`src/rtl/colour_centroid_tracker.sv`:
```
// colour_centroid_tracker
//   Streaming colour-blob tracker. Each valid pixel is classified against the
//   target channel and, if it is a hit inside the frame, it is added to the
//   per-frame count / sum_x / sum_y. At end of frame a single sequential
//   restoring divider produces centroid_x, centroid_y and the FOV heading in turn.
//
//   Optional feature macro: BBOX_EN adds a per-frame bounding box of hit pixels.
//
// Ports
//   clk, rst       clock, asynchronous active-high reset
//   pix_valid      pixel beat valid (no backpressure)
//   pix_sof        beat is pixel (0,0) of a new frame
//   pix_eof        beat is the last pixel of the frame
//   pix_data       {R,G,B}, CH_BITS each
//   hit            previous beat classified as target
//   result_valid   one-cycle pulse when the result outputs update
//   centroid_x/y   floor(sum/count)
//   heading        floor(FOV*centroid_x/(IMAGE_WIDTH-1))
//   pixel_count    hits in last completed frame
//   no_target      pixel_count < MIN_PIXELS
//   busy           divider FSM not idle
//   overrun        sticky: eof arrived while a result was still being computed
//   bbox_*         (BBOX_EN only) min/max of hit coordinates
module colour_centroid_tracker #(
  parameter int IMAGE_WIDTH  = 320,
  parameter int IMAGE_HEIGHT = 240,
  parameter int CH_BITS      = 4,
  parameter int TARGET_CH    = 0,
  parameter int THRESHOLD    = 3,
  parameter int MIN_PIXELS   = 500,
  parameter int FOV          = 25,
  localparam int X_W   = $clog2(IMAGE_WIDTH),
  localparam int Y_W   = $clog2(IMAGE_HEIGHT),
  localparam int CNT_W = $clog2(IMAGE_WIDTH*IMAGE_HEIGHT+1),
  localparam int SUM_W = CNT_W + X_W,
  localparam int H_W   = $clog2(FOV+1)
) (
  input  logic                 clk,
  input  logic                 rst,
  input  logic                 pix_valid,
  input  logic                 pix_sof,
  input  logic                 pix_eof,
  input  logic [3*CH_BITS-1:0] pix_data,
  output logic                 hit,
  output logic                 result_valid,
  output logic [X_W-1:0]       centroid_x,
  output logic [Y_W-1:0]       centroid_y,
  output logic [H_W-1:0]       heading,
  output logic [CNT_W-1:0]     pixel_count,
  output logic                 no_target,
  output logic                 busy,
  output logic                 overrun
`ifdef BBOX_EN
  ,
  output logic [X_W-1:0]       bbox_xmin,
  output logic [X_W-1:0]       bbox_xmax,
  output logic [Y_W-1:0]       bbox_ymin,
  output logic [Y_W-1:0]       bbox_ymax
`endif
);

  localparam int BC_W = $clog2(SUM_W);
  localparam logic [BC_W-1:0]    LAST_BIT = BC_W'(SUM_W-1);
  localparam logic [CH_BITS:0]   THR_V    = (CH_BITS+1)'(THRESHOLD);
  localparam logic [X_W-1:0]     XMAX_V   = X_W'(IMAGE_WIDTH-1);
  localparam logic [Y_W:0]       YLIM_V   = (Y_W+1)'(IMAGE_HEIGHT);
  localparam logic [CNT_W-1:0]   MIN_V    = CNT_W'(MIN_PIXELS);
  localparam logic [SUM_W-1:0]   FOV_V    = SUM_W'(FOV);
  localparam logic [SUM_W-1:0]   WM1_V    = SUM_W'(IMAGE_WIDTH-1);

  typedef enum logic [2:0] {S_IDLE, S_CHECK, S_DIV_X, S_DIV_Y, S_DIV_H, S_DONE} state_t;
  state_t state;

  // ---------------- classification ----------------
  logic [CH_BITS:0] ch_r, ch_g, ch_b, t_lvl, o1_lvl, o2_lvl;
  logic             is_target;

  always_comb begin
    ch_r   = {1'b0, pix_data[3*CH_BITS-1 -: CH_BITS]};
    ch_g   = {1'b0, pix_data[2*CH_BITS-1 -: CH_BITS]};
    ch_b   = {1'b0, pix_data[CH_BITS-1:0]};
    t_lvl  = ch_r;
    o1_lvl = ch_g;
    o2_lvl = ch_b;
    case (TARGET_CH)
      1: begin t_lvl = ch_g; o1_lvl = ch_r; o2_lvl = ch_b; end
      2: begin t_lvl = ch_b; o1_lvl = ch_r; o2_lvl = ch_g; end
      default: ;
    endcase
    is_target = (t_lvl > THR_V) && (o1_lvl + THR_V < t_lvl) && (o2_lvl + THR_V < t_lvl);
  end

  // ---------------- pixel path / accumulators ----------------
  logic [X_W-1:0]   x_pos;
  logic [Y_W:0]     y_pos;     // one extra bit so it can park at IMAGE_HEIGHT
  logic [CNT_W-1:0] acc_cnt, cnt_nxt;
  logic [SUM_W-1:0] acc_sx, acc_sy, sx_nxt, sy_nxt;
  logic             clear_pend, start_pend;
  logic [X_W-1:0]   beat_x;
  logic [Y_W:0]     beat_y;
  logic             in_range, add, clr, accept;
`ifdef BBOX_EN
  logic [X_W-1:0]   acc_xmin, acc_xmax, xmin_nxt, xmax_nxt;
  logic [Y_W-1:0]   acc_ymin, acc_ymax, ymin_nxt, ymax_nxt;
`endif

  always_comb begin
    beat_x   = pix_sof ? '0 : x_pos;
    beat_y   = pix_sof ? '0 : y_pos;
    in_range = beat_y < YLIM_V;
    add      = pix_valid & is_target & in_range;
    // clear_pend: the cycle after eof, whether or not the frame was accepted
    clr      = clear_pend | (pix_valid & pix_sof);
    accept   = pix_valid & pix_eof & (state == S_IDLE) & ~start_pend;
    cnt_nxt  = clr ? '0 : acc_cnt;
    sx_nxt   = clr ? '0 : acc_sx;
    sy_nxt   = clr ? '0 : acc_sy;
    if (add) begin
      cnt_nxt = cnt_nxt + CNT_W'(1);
      sx_nxt  = sx_nxt + SUM_W'(beat_x);
      sy_nxt  = sy_nxt + SUM_W'(beat_y);
    end
`ifdef BBOX_EN
    xmin_nxt = clr ? '1 : acc_xmin;
    xmax_nxt = clr ? '0 : acc_xmax;
    ymin_nxt = clr ? '1 : acc_ymin;
    ymax_nxt = clr ? '0 : acc_ymax;
    if (add) begin
      if (beat_x < xmin_nxt)          xmin_nxt = beat_x;
      if (beat_x > xmax_nxt)          xmax_nxt = beat_x;
      if (beat_y[Y_W-1:0] < ymin_nxt) ymin_nxt = beat_y[Y_W-1:0];
      if (beat_y[Y_W-1:0] > ymax_nxt) ymax_nxt = beat_y[Y_W-1:0];
    end
`endif
  end

  always_ff @(posedge clk or posedge rst) begin
    if (rst) begin
      hit        <= 1'b0;
      overrun    <= 1'b0;
      clear_pend <= 1'b0;
      start_pend <= 1'b0;
      x_pos      <= '0;
      y_pos      <= '0;
      acc_cnt    <= '0;
      acc_sx     <= '0;
      acc_sy     <= '0;
`ifdef BBOX_EN
      acc_xmin   <= '1;
      acc_xmax   <= '0;
      acc_ymin   <= '1;
      acc_ymax   <= '0;
`endif
    end else begin
      hit        <= pix_valid & is_target;
      clear_pend <= pix_valid & pix_eof;
      start_pend <= accept;
      if (pix_valid & pix_eof & ~accept)
        overrun <= 1'b1;
      if (pix_valid) begin
        if (beat_x == XMAX_V) begin
          x_pos <= '0;
          y_pos <= (beat_y == YLIM_V) ? beat_y : beat_y + (Y_W+1)'(1);
        end else begin
          x_pos <= beat_x + X_W'(1);
          y_pos <= beat_y;
        end
      end
      acc_cnt <= cnt_nxt;
      acc_sx  <= sx_nxt;
      acc_sy  <= sy_nxt;
`ifdef BBOX_EN
      acc_xmin <= xmin_nxt;
      acc_xmax <= xmax_nxt;
      acc_ymin <= ymin_nxt;
      acc_ymax <= ymax_nxt;
`endif
    end
  end

  // ---------------- shared restoring divider + FSM ----------------
  logic [CNT_W-1:0] cnt_op;
  logic [SUM_W-1:0] sx_op, sy_op;
  logic [SUM_W-1:0] quo, rem, dvs;
  logic [BC_W-1:0]  bit_cnt;
  logic             nt_q;
  logic [X_W-1:0]   cx_q;
  logic [Y_W-1:0]   cy_q;
  logic [SUM_W:0]   rem_sh, diff;
  logic             q_bit;
  logic [SUM_W-1:0] q_next, rem_next;
`ifdef BBOX_EN
  logic [X_W-1:0]   bxmin_op, bxmax_op;
  logic [Y_W-1:0]   bymin_op, bymax_op;
`endif

  // quo holds the remaining dividend bits in its top and collects quotient
  // bits in its bottom; after SUM_W steps it is the full quotient.
  always_comb begin
    rem_sh   = {rem, quo[SUM_W-1]};
    diff     = rem_sh - {1'b0, dvs};
    q_bit    = ~diff[SUM_W];
    rem_next = q_bit ? diff[SUM_W-1:0] : rem_sh[SUM_W-1:0];
    q_next   = {quo[SUM_W-2:0], q_bit};
  end

  assign busy = (state != S_IDLE);

  always_ff @(posedge clk or posedge rst) begin
    if (rst) begin
      state        <= S_IDLE;
      result_valid <= 1'b0;
      centroid_x   <= '0;
      centroid_y   <= '0;
      heading      <= '0;
      pixel_count  <= '0;
      no_target    <= 1'b0;
      cnt_op       <= '0;
      sx_op        <= '0;
      sy_op        <= '0;
      quo          <= '0;
      rem          <= '0;
      dvs          <= '0;
      bit_cnt      <= '0;
      nt_q         <= 1'b0;
      cx_q         <= '0;
      cy_q         <= '0;
`ifdef BBOX_EN
      bbox_xmin    <= '0;
      bbox_xmax    <= '0;
      bbox_ymin    <= '0;
      bbox_ymax    <= '0;
      bxmin_op     <= '0;
      bxmax_op     <= '0;
      bymin_op     <= '0;
      bymax_op     <= '0;
`endif
    end else begin
      result_valid <= 1'b0;
      case (state)
        S_IDLE: begin
          if (start_pend) begin
            cnt_op <= acc_cnt;
            sx_op  <= acc_sx;
            sy_op  <= acc_sy;
`ifdef BBOX_EN
            bxmin_op <= acc_xmin;
            bxmax_op <= acc_xmax;
            bymin_op <= acc_ymin;
            bymax_op <= acc_ymax;
`endif
            state  <= S_CHECK;
          end
        end
        S_CHECK: begin
          if (cnt_op < MIN_V || cnt_op == '0) begin
            nt_q  <= 1'b1;
            state <= S_DONE;
          end else begin
            nt_q    <= 1'b0;
            quo     <= sx_op;
            rem     <= '0;
            dvs     <= {{(SUM_W-CNT_W){1'b0}}, cnt_op};
            bit_cnt <= '0;
            state   <= S_DIV_X;
          end
        end
        S_DIV_X, S_DIV_Y, S_DIV_H: begin
          quo     <= q_next;
          rem     <= rem_next;
          bit_cnt <= bit_cnt + BC_W'(1);
          if (bit_cnt == LAST_BIT) begin
            rem     <= '0;
            bit_cnt <= '0;
            if (state == S_DIV_X) begin
              cx_q  <= q_next[X_W-1:0];
              quo   <= sy_op;
              state <= S_DIV_Y;
            end else if (state == S_DIV_Y) begin
              cy_q  <= q_next[Y_W-1:0];
              quo   <= FOV_V * {{(SUM_W-X_W){1'b0}}, cx_q};
              dvs   <= WM1_V;
              state <= S_DIV_H;
            end else begin
              state <= S_DONE;
            end
          end
        end
        S_DONE: begin
          result_valid <= 1'b1;
          pixel_count  <= cnt_op;
          no_target    <= nt_q;
          if (!nt_q) begin
            centroid_x <= cx_q;
            centroid_y <= cy_q;
            heading    <= quo[H_W-1:0];
          end
`ifdef BBOX_EN
          bbox_xmin <= nt_q ? '1 : bxmin_op;
          bbox_xmax <= nt_q ? '0 : bxmax_op;
          bbox_ymin <= nt_q ? '1 : bymin_op;
          bbox_ymax <= nt_q ? '0 : bymax_op;
`endif
          state <= S_IDLE;
        end
        default: state <= S_IDLE;
      endcase
    end
  end

endmodule

```
`config.mk`:
```
export PLATFORM = sky130hd
export DESIGN_NAME = colour_centroid_tracker
export DESIGN_NICKNAME = d
export VERILOG_FILES = /design/src/rtl/colour_centroid_tracker.sv
export SDC_FILE = /design/constraint.sdc
export NUM_CORES = 1
export LEC_CHECK = 0
export ABC_AREA = 1
export BUFFER_PORTS_ARGS = -buffer_cell sky130_fd_sc_hd__buf_2
export CAP_MARGIN = 20
export CELL_PAD_IN_SITES_DETAIL_PLACEMENT = 0
export CELL_PAD_IN_SITES_GLOBAL_PLACEMENT = 1
export CORE_MARGIN = 1
export CORE_UTILIZATION = 50
export CTS_CLUSTER_SIZE = 30
export DETAILED_ROUTE_END_ITERATION = 16
export PLACE_DENSITY_LB_ADDON = 0.15
export SETUP_SLACK_MARGIN = 0.2
export SYNTH_ARGS = -nofsm -noshare
export SYNTH_HDL_FRONTEND = slang
export SYNTH_SLANG_ARGS = --single-unit
```
`constraint.sdc`:
```
create_clock -name clk -period 26.1 [get_ports clk]
set_clock_uncertainty 0.2 [all_clocks]
set_input_delay 2.61 -clock clk [delete_from_list [all_inputs] [get_ports clk]]
set_output_delay 2.61 -clock clk [all_outputs]
set_load 0.1 [all_outputs]
```
==> impl_metrics.prom <==
# TYPE chip_impl_metric gauge
chip_impl_metric{name="drt_iter0_drc",unit=""} 938
chip_impl_metric{name="fillerInstances",unit=""} 3428
chip_impl_metric{name="post_cts_resize_count",unit=""} 0
chip_impl_metric{name="final-seq-area",unit="mm^2"} 0.00741
chip_impl_metric{name="die_width",unit="um"} 191
chip_impl_metric{name="area_delta_synth_final",unit="%"} 10.4
chip_impl_metric{name="placeable_core_area",unit="mm^2"} 0.0349
chip_impl_metric{name="start_util",unit=""} 0.514
chip_impl_metric{name="routed_wire_length",unit="mm"} 45.5
chip_impl_metric{name="grt.total_usage",unit=""} 0.257
chip_impl_metric{name="critical-path-max-stage-delay",unit="ns"} 0.71
chip_impl_metric{name="total_die_area",unit="mm^2"} 0.0366
chip_impl_metric{name="setup_viol",unit=""} 0
chip_impl_metric{name="antenna_cells",unit=""} 0
chip_impl_metric{name="pin_count",unit=""} 61
chip_impl_metric{name="timing_worst_slew_pin_value",unit="ns"} 1.03
chip_impl_metric{name="drv.max_cap_violation_count",unit=""} 0
chip_impl_info{name="cpLargestDelayFamily",value="simple AND/OR/NAND/NOR gates"} 1
chip_impl_metric{name="vias",unit=""} 15564
chip_impl_info{name="cts_tree",value="built"} 1
chip_impl_metric{name="syn-instance-count",unit=""} 2488
chip_impl_info{name="status",value="finished clean"} 1
chip_impl_metric{name="power-per-cell-area",unit="mW/mm^2"} 88.6
chip_impl_metric{name="clock_latency",unit="ns"} 0.55
chip_impl_metric{name="cp.depth",unit=""} 18
chip_impl_metric{name="max-clock-path-buffers",unit=""} 3
chip_impl_metric{name="synthesis.yosys.warnings",unit=""} 0
chip_impl_metric{name="ys_ff_latch",unit=""} 296
chip_impl_metric{name="layout_min_cycle_time",unit="ns"} 5.53
chip_impl_metric{name="finalWeightedCongestion",unit=""} 0.889
chip_impl_info{name="critPathLaunchType",value="primary input"} 1
chip_impl_metric{name="sum_of_negative_setup_slack",unit="ns"} 0
chip_impl_info{name="setup_repair_after_global_routing_missed_its_margin",value="no"} 1
chip_impl_metric{name="vias_per_cell",unit=""} 5.18
chip_impl_metric{name="multiInputGateArea",unit="mm^2"} 0.00892
chip_impl_info{name="critical_path.most_common_cell",value="sky130_fd_sc_hd__nand2_1"} 1
chip_impl_metric{name="holdWs",unit="ns"} 0.248
chip_impl_metric{name="yosysSeqAreaShare",unit=""} 0.413
chip_impl_info{name="critPathCaptureType",value="register"} 1
chip_impl_metric{name="grt_antenna_before_repair",unit=""} 0
chip_impl_metric{name="slew_violations",unit=""} 0
chip_impl_metric{name="largest_net_degree_at_the_start_of_global_routing",unit=""} 174
chip_impl_metric{name="hold_viol_final",unit=""} 0
chip_impl_metric{name="post-synth-top-area-fraction",unit=""} 0.413
chip_impl_metric{name="reg2reg_setup_slack",unit="ns"} 22.52
chip_impl_metric{name="drc",unit=""} 0
chip_impl_metric{name="dpl-instance-area",unit="mm^2"} 0.0186
chip_impl_info{name="critical_path_cell_by_cell",value="buf_2, nand2_4, nand2_4, buf_4, nor2_1, ha_1, fa_1, nand3_1, nand3_1, nand2_1, nand2_1, nand2_1, nand2_1, nand2_1, nand2_1, xnor2_1, nand2_1, o21ai_0"} 1
chip_impl_metric{name="place_hpwl",unit="mm"} 33.0
chip_impl_metric{name="worstPathArrival",unit="ns"} 5.73
chip_impl_metric{name="cts.reportedPaths.clkPinSlew",unit="ns"} 0.06
chip_impl_metric{name="synth_area",unit="mm^2"} 0.0179
chip_impl_metric{name="avgSynthCellArea",unit="um^2"} 7.20
chip_impl_metric{name="cts_setup_buffers",unit=""} 0
chip_impl_metric{name="final.period_utilization",unit=""} 0.212
chip_impl_metric{name="grt_pass1_wl",unit="mm"} 75.1
chip_impl_metric{name="postLayoutCoreUtil",unit=""} 0.567
chip_impl_metric{name="synth_cell_type_count",unit=""} 49
chip_impl_info{name="slowest_stage",value="sky130_fd_sc_hd__buf_4"} 1
chip_impl_info{name="timing.hold.worst.class",value="reg2reg"} 1
chip_impl_metric{name="tritoncts.num_buffers",unit=""} 35
chip_impl_info{name="worstHoldEndpoint",value="centroid_y[0]"} 1
chip_impl_metric{name="num-nets-final",unit=""} 2627
chip_impl_info{name="netlist_top_cells_area",value="sky130_fd_sc_hd__dfrtp_1, sky130_fd_sc_hd__nand2_1, sky130_fd_sc_hd__inv_1, sky130_fd_sc_hd__ha_1, sky130_fd_sc_hd__o21ai_0"} 1
chip_impl_info{name="launch_instance_of_the_worst_min_delay_path",value="cy_q[0]"} 1
chip_impl_metric{name="postCtsHoldBufs",unit=""} 0
chip_impl_metric{name="finalInstanceArea",unit="mm^2"} 0.0198
chip_impl_metric{name="mappedNetlistNets",unit=""} 2593
chip_impl_metric{name="via_count_of_the_first_global_routing_pass",unit=""} 14967
chip_impl_metric{name="die_height",unit="um"} 191
chip_impl_metric{name="critPathMaxFanout",unit=""} 68
chip_impl_metric{name="std_cell_rows",unit=""} 68
chip_impl_metric{name="ir_drop",unit="mV"} 0.0757
chip_impl_metric{name="layout-drive-gt1-share",unit=""} 0.0698
chip_impl_metric{name="drt_first_pass_iters",unit=""} 5
chip_impl_metric{name="antenna_left",unit=""} 0
chip_impl_info{name="ff_to_ff_start",value="state[0]"} 1
chip_impl_metric{name="hold_depth",unit=""} 2
chip_impl_metric{name="leakage",unit="nW"} 9.91
chip_impl_metric{name="critPathBufInv",unit=""} 2
chip_impl_metric{name="grt_overflow",unit=""} 0
chip_impl_metric{name="routedWlPerCell",unit="um"} 15.1
chip_impl_info{name="critical_path.reg2reg.endpoint",value="heading[4]"} 1
chip_impl_info{name="cts.root.buffer_cell",value="sky130_fd_sc_hd__clkbuf_16"} 1
chip_impl_metric{name="slew_headroom",unit=""} 0.312
chip_impl_metric{name="max_clock_freq",unit="MHz"} 181
chip_impl_metric{name="ctsHtreeMaxLevel",unit=""} 2
chip_impl_metric{name="buffer_ports.inserted",unit=""} 60
chip_impl_metric{name="r2r_cells",unit=""} 6
chip_impl_info{name="yosys.area.top_type",value="sky130_fd_sc_hd__dfrtp_1"} 1
chip_impl_metric{name="numClockSinks",unit=""} 296
chip_impl_info{name="worstSetupPathType",value="in2reg"} 1
chip_impl_metric{name="cp_data_required_time",unit="ns"} 26.30
-- cells by family after synthesis --
kind of cell | after synthesis | synth area share
flip-flops | 296 | 0.413
adder cells (fa/ha/maj) | 88 | 0.0644
buffers and inverters | 414 | 0.0900
XOR/XNOR | 80 | 0.0391
multiplexers | 6 | 0.00370
AND/OR/NAND/NOR | 1281 | 0.292
AO/OA/AOI/OAI | 323 | 0.0973
-- power breakdown --
part           switching, mW  internal, mW  leakage (nW)  total, mW
logic                  0.483         0.204          5.28      0.687
clock network          0.206         0.306         0.594      0.512
registers             0.0381         0.516          4.04      0.555
-- placed cells by master, fill, tap and decap left out, drive strengths merged --
| cell | netlist | routed |
|---|---|---|
| nand3 | 139 | 139 |
| nand2 | 817 | 817 |
| and3 | 6 | 6 |
| nor2 | 264 | 264 |
| a22oi | 1 | 1 |
| o21a | 1 | 1 |
| o21bai | 5 | 5 |
| ha | 81 | 81 |
| mux2i | 1 | 1 |
| o221ai | 2 | 2 |
| nand4 | 23 | 23 |
| mux2 | 5 | 5 |
| dfrtp | 296 | 296 |
| nor3 | 18 | 18 |
| o211ai | 1 | 1 |
| a41oi | 12 | 12 |
| bufinv | 0 | 3 |
| a21boi | 1 | 1 |
| buf | 28 | 72 |
| inv | 338 | 339 |
| clkbuf | 47 | 51 |
| nor4 | 1 | 1 |
| o31ai | 1 | 1 |
| a21oi | 57 | 57 |
| and3b | 1 | 1 |
| fa | 7 | 7 |
| clkinvlp | 0 | 1 |
| o21ai | 221 | 221 |
| a21o | 1 | 1 |
| nand3b | 8 | 8 |
| and2 | 2 | 2 |
| xnor2 | 44 | 44 |
| o22ai | 20 | 20 |
| or2 | 1 | 1 |
| clkinv | 1 | 9 |
| xor2 | 36 | 36 |
| nor3b | 1 | 1 |
-- layer usage --
layer	vias to the layer above	routed length, um	global-route usage
li1	7914	-	-
met1	7316	22000	0.361
met2	275	20700	0.419
met3	59	1910	0.0336
met4	0	872	0.0626
met5	-	0	0
-- worst max-delay path by stage --
stage / startpoint / endpoint
CTS: pix_sof / acc_sx[14]
global placement: pix_sof / acc_sx[22]
floorplan: rst / acc_cnt[0]
detailed placement: pix_sof / acc_sx[14]
global route: pix_sof / acc_sx[14]
finish: pix_sof / acc_sx[14]
-- cell usage after synthesis, drive strengths merged --
| cell type | count |
|---|---|
| nor4 | 1 |
| xor2 | 36 |
| and3 | 6 |
| buf | 28 |
| clkinv | 1 |
| xnor2 | 44 |
| and3b | 1 |
| a21o | 1 |
| nor2 | 264 |
| a41oi | 12 |
| a21boi | 1 |
| o22ai | 20 |
| nand4 | 23 |
| mux2i | 1 |
| o31ai | 1 |
| clkbuf | 47 |
| nand3 | 139 |
| and2 | 2 |
| ha | 81 |
| mux2 | 5 |
| a21oi | 57 |
| fa | 7 |
| o21a | 1 |
| nor3 | 18 |
| nor3b | 1 |
| o221ai | 2 |
| inv | 338 |
| dfrtp | 296 |
| o21bai | 5 |
| o21ai | 221 |
| nand2 | 817 |
| a22oi | 1 |
| or2 | 1 |
| nand3b | 8 |
| o211ai | 1 |
-- stage by stage --
step           power, mW  setup slack [ns]  std cells
6_report            1.75             20.57       3004
3_5_place_dp        1.25             20.01       2940
4_1_cts             1.77             20.57       3004
2_1_floorplan       1.09             15.11       2488
3_3_place_gp        1.24             20.07       2940
5_1_grt             1.88             20.25       3004
-- state kept, by name, summed over array words and instances, names as in the netlist, 3 cells and up --
signal       cells
acc_cnt         17
centroid_y       8
heading          5
acc_sy          26
state            3
bit_cnt          5
cx_q             9
pixel_count     17
sx_op           26
cnt_op          17
sy_op           26
dvs             17
centroid_x       9
quo             26
x_pos            9
rem             26
acc_sx          26
cy_q             8
y_pos            9
-- final cells by class --
| type | count | area share |
|---|---|---|
| inverters | 339 | 0.0647 |
| repair buffers | 72 | 0.0204 |
| clock buffers | 51 | 0.0519 |
| well taps | 455 | 0.0288 |
| clock inverters | 13 | 0.00930 |
| flip-flops and latches | 296 | 0.374 |
| multi-input cells | 1778 | 0.451 |
-- worst min-delay path, cell delays in order (launching register included) --
cell and delay (ns):
sky130_fd_sc_hd__dfrtp_1 0.34, sky130_fd_sc_hd__nand2_1 0.05, sky130_fd_sc_hd__nand2_1 0.05
No activity file was read; power rests on OpenSTA's default activity.
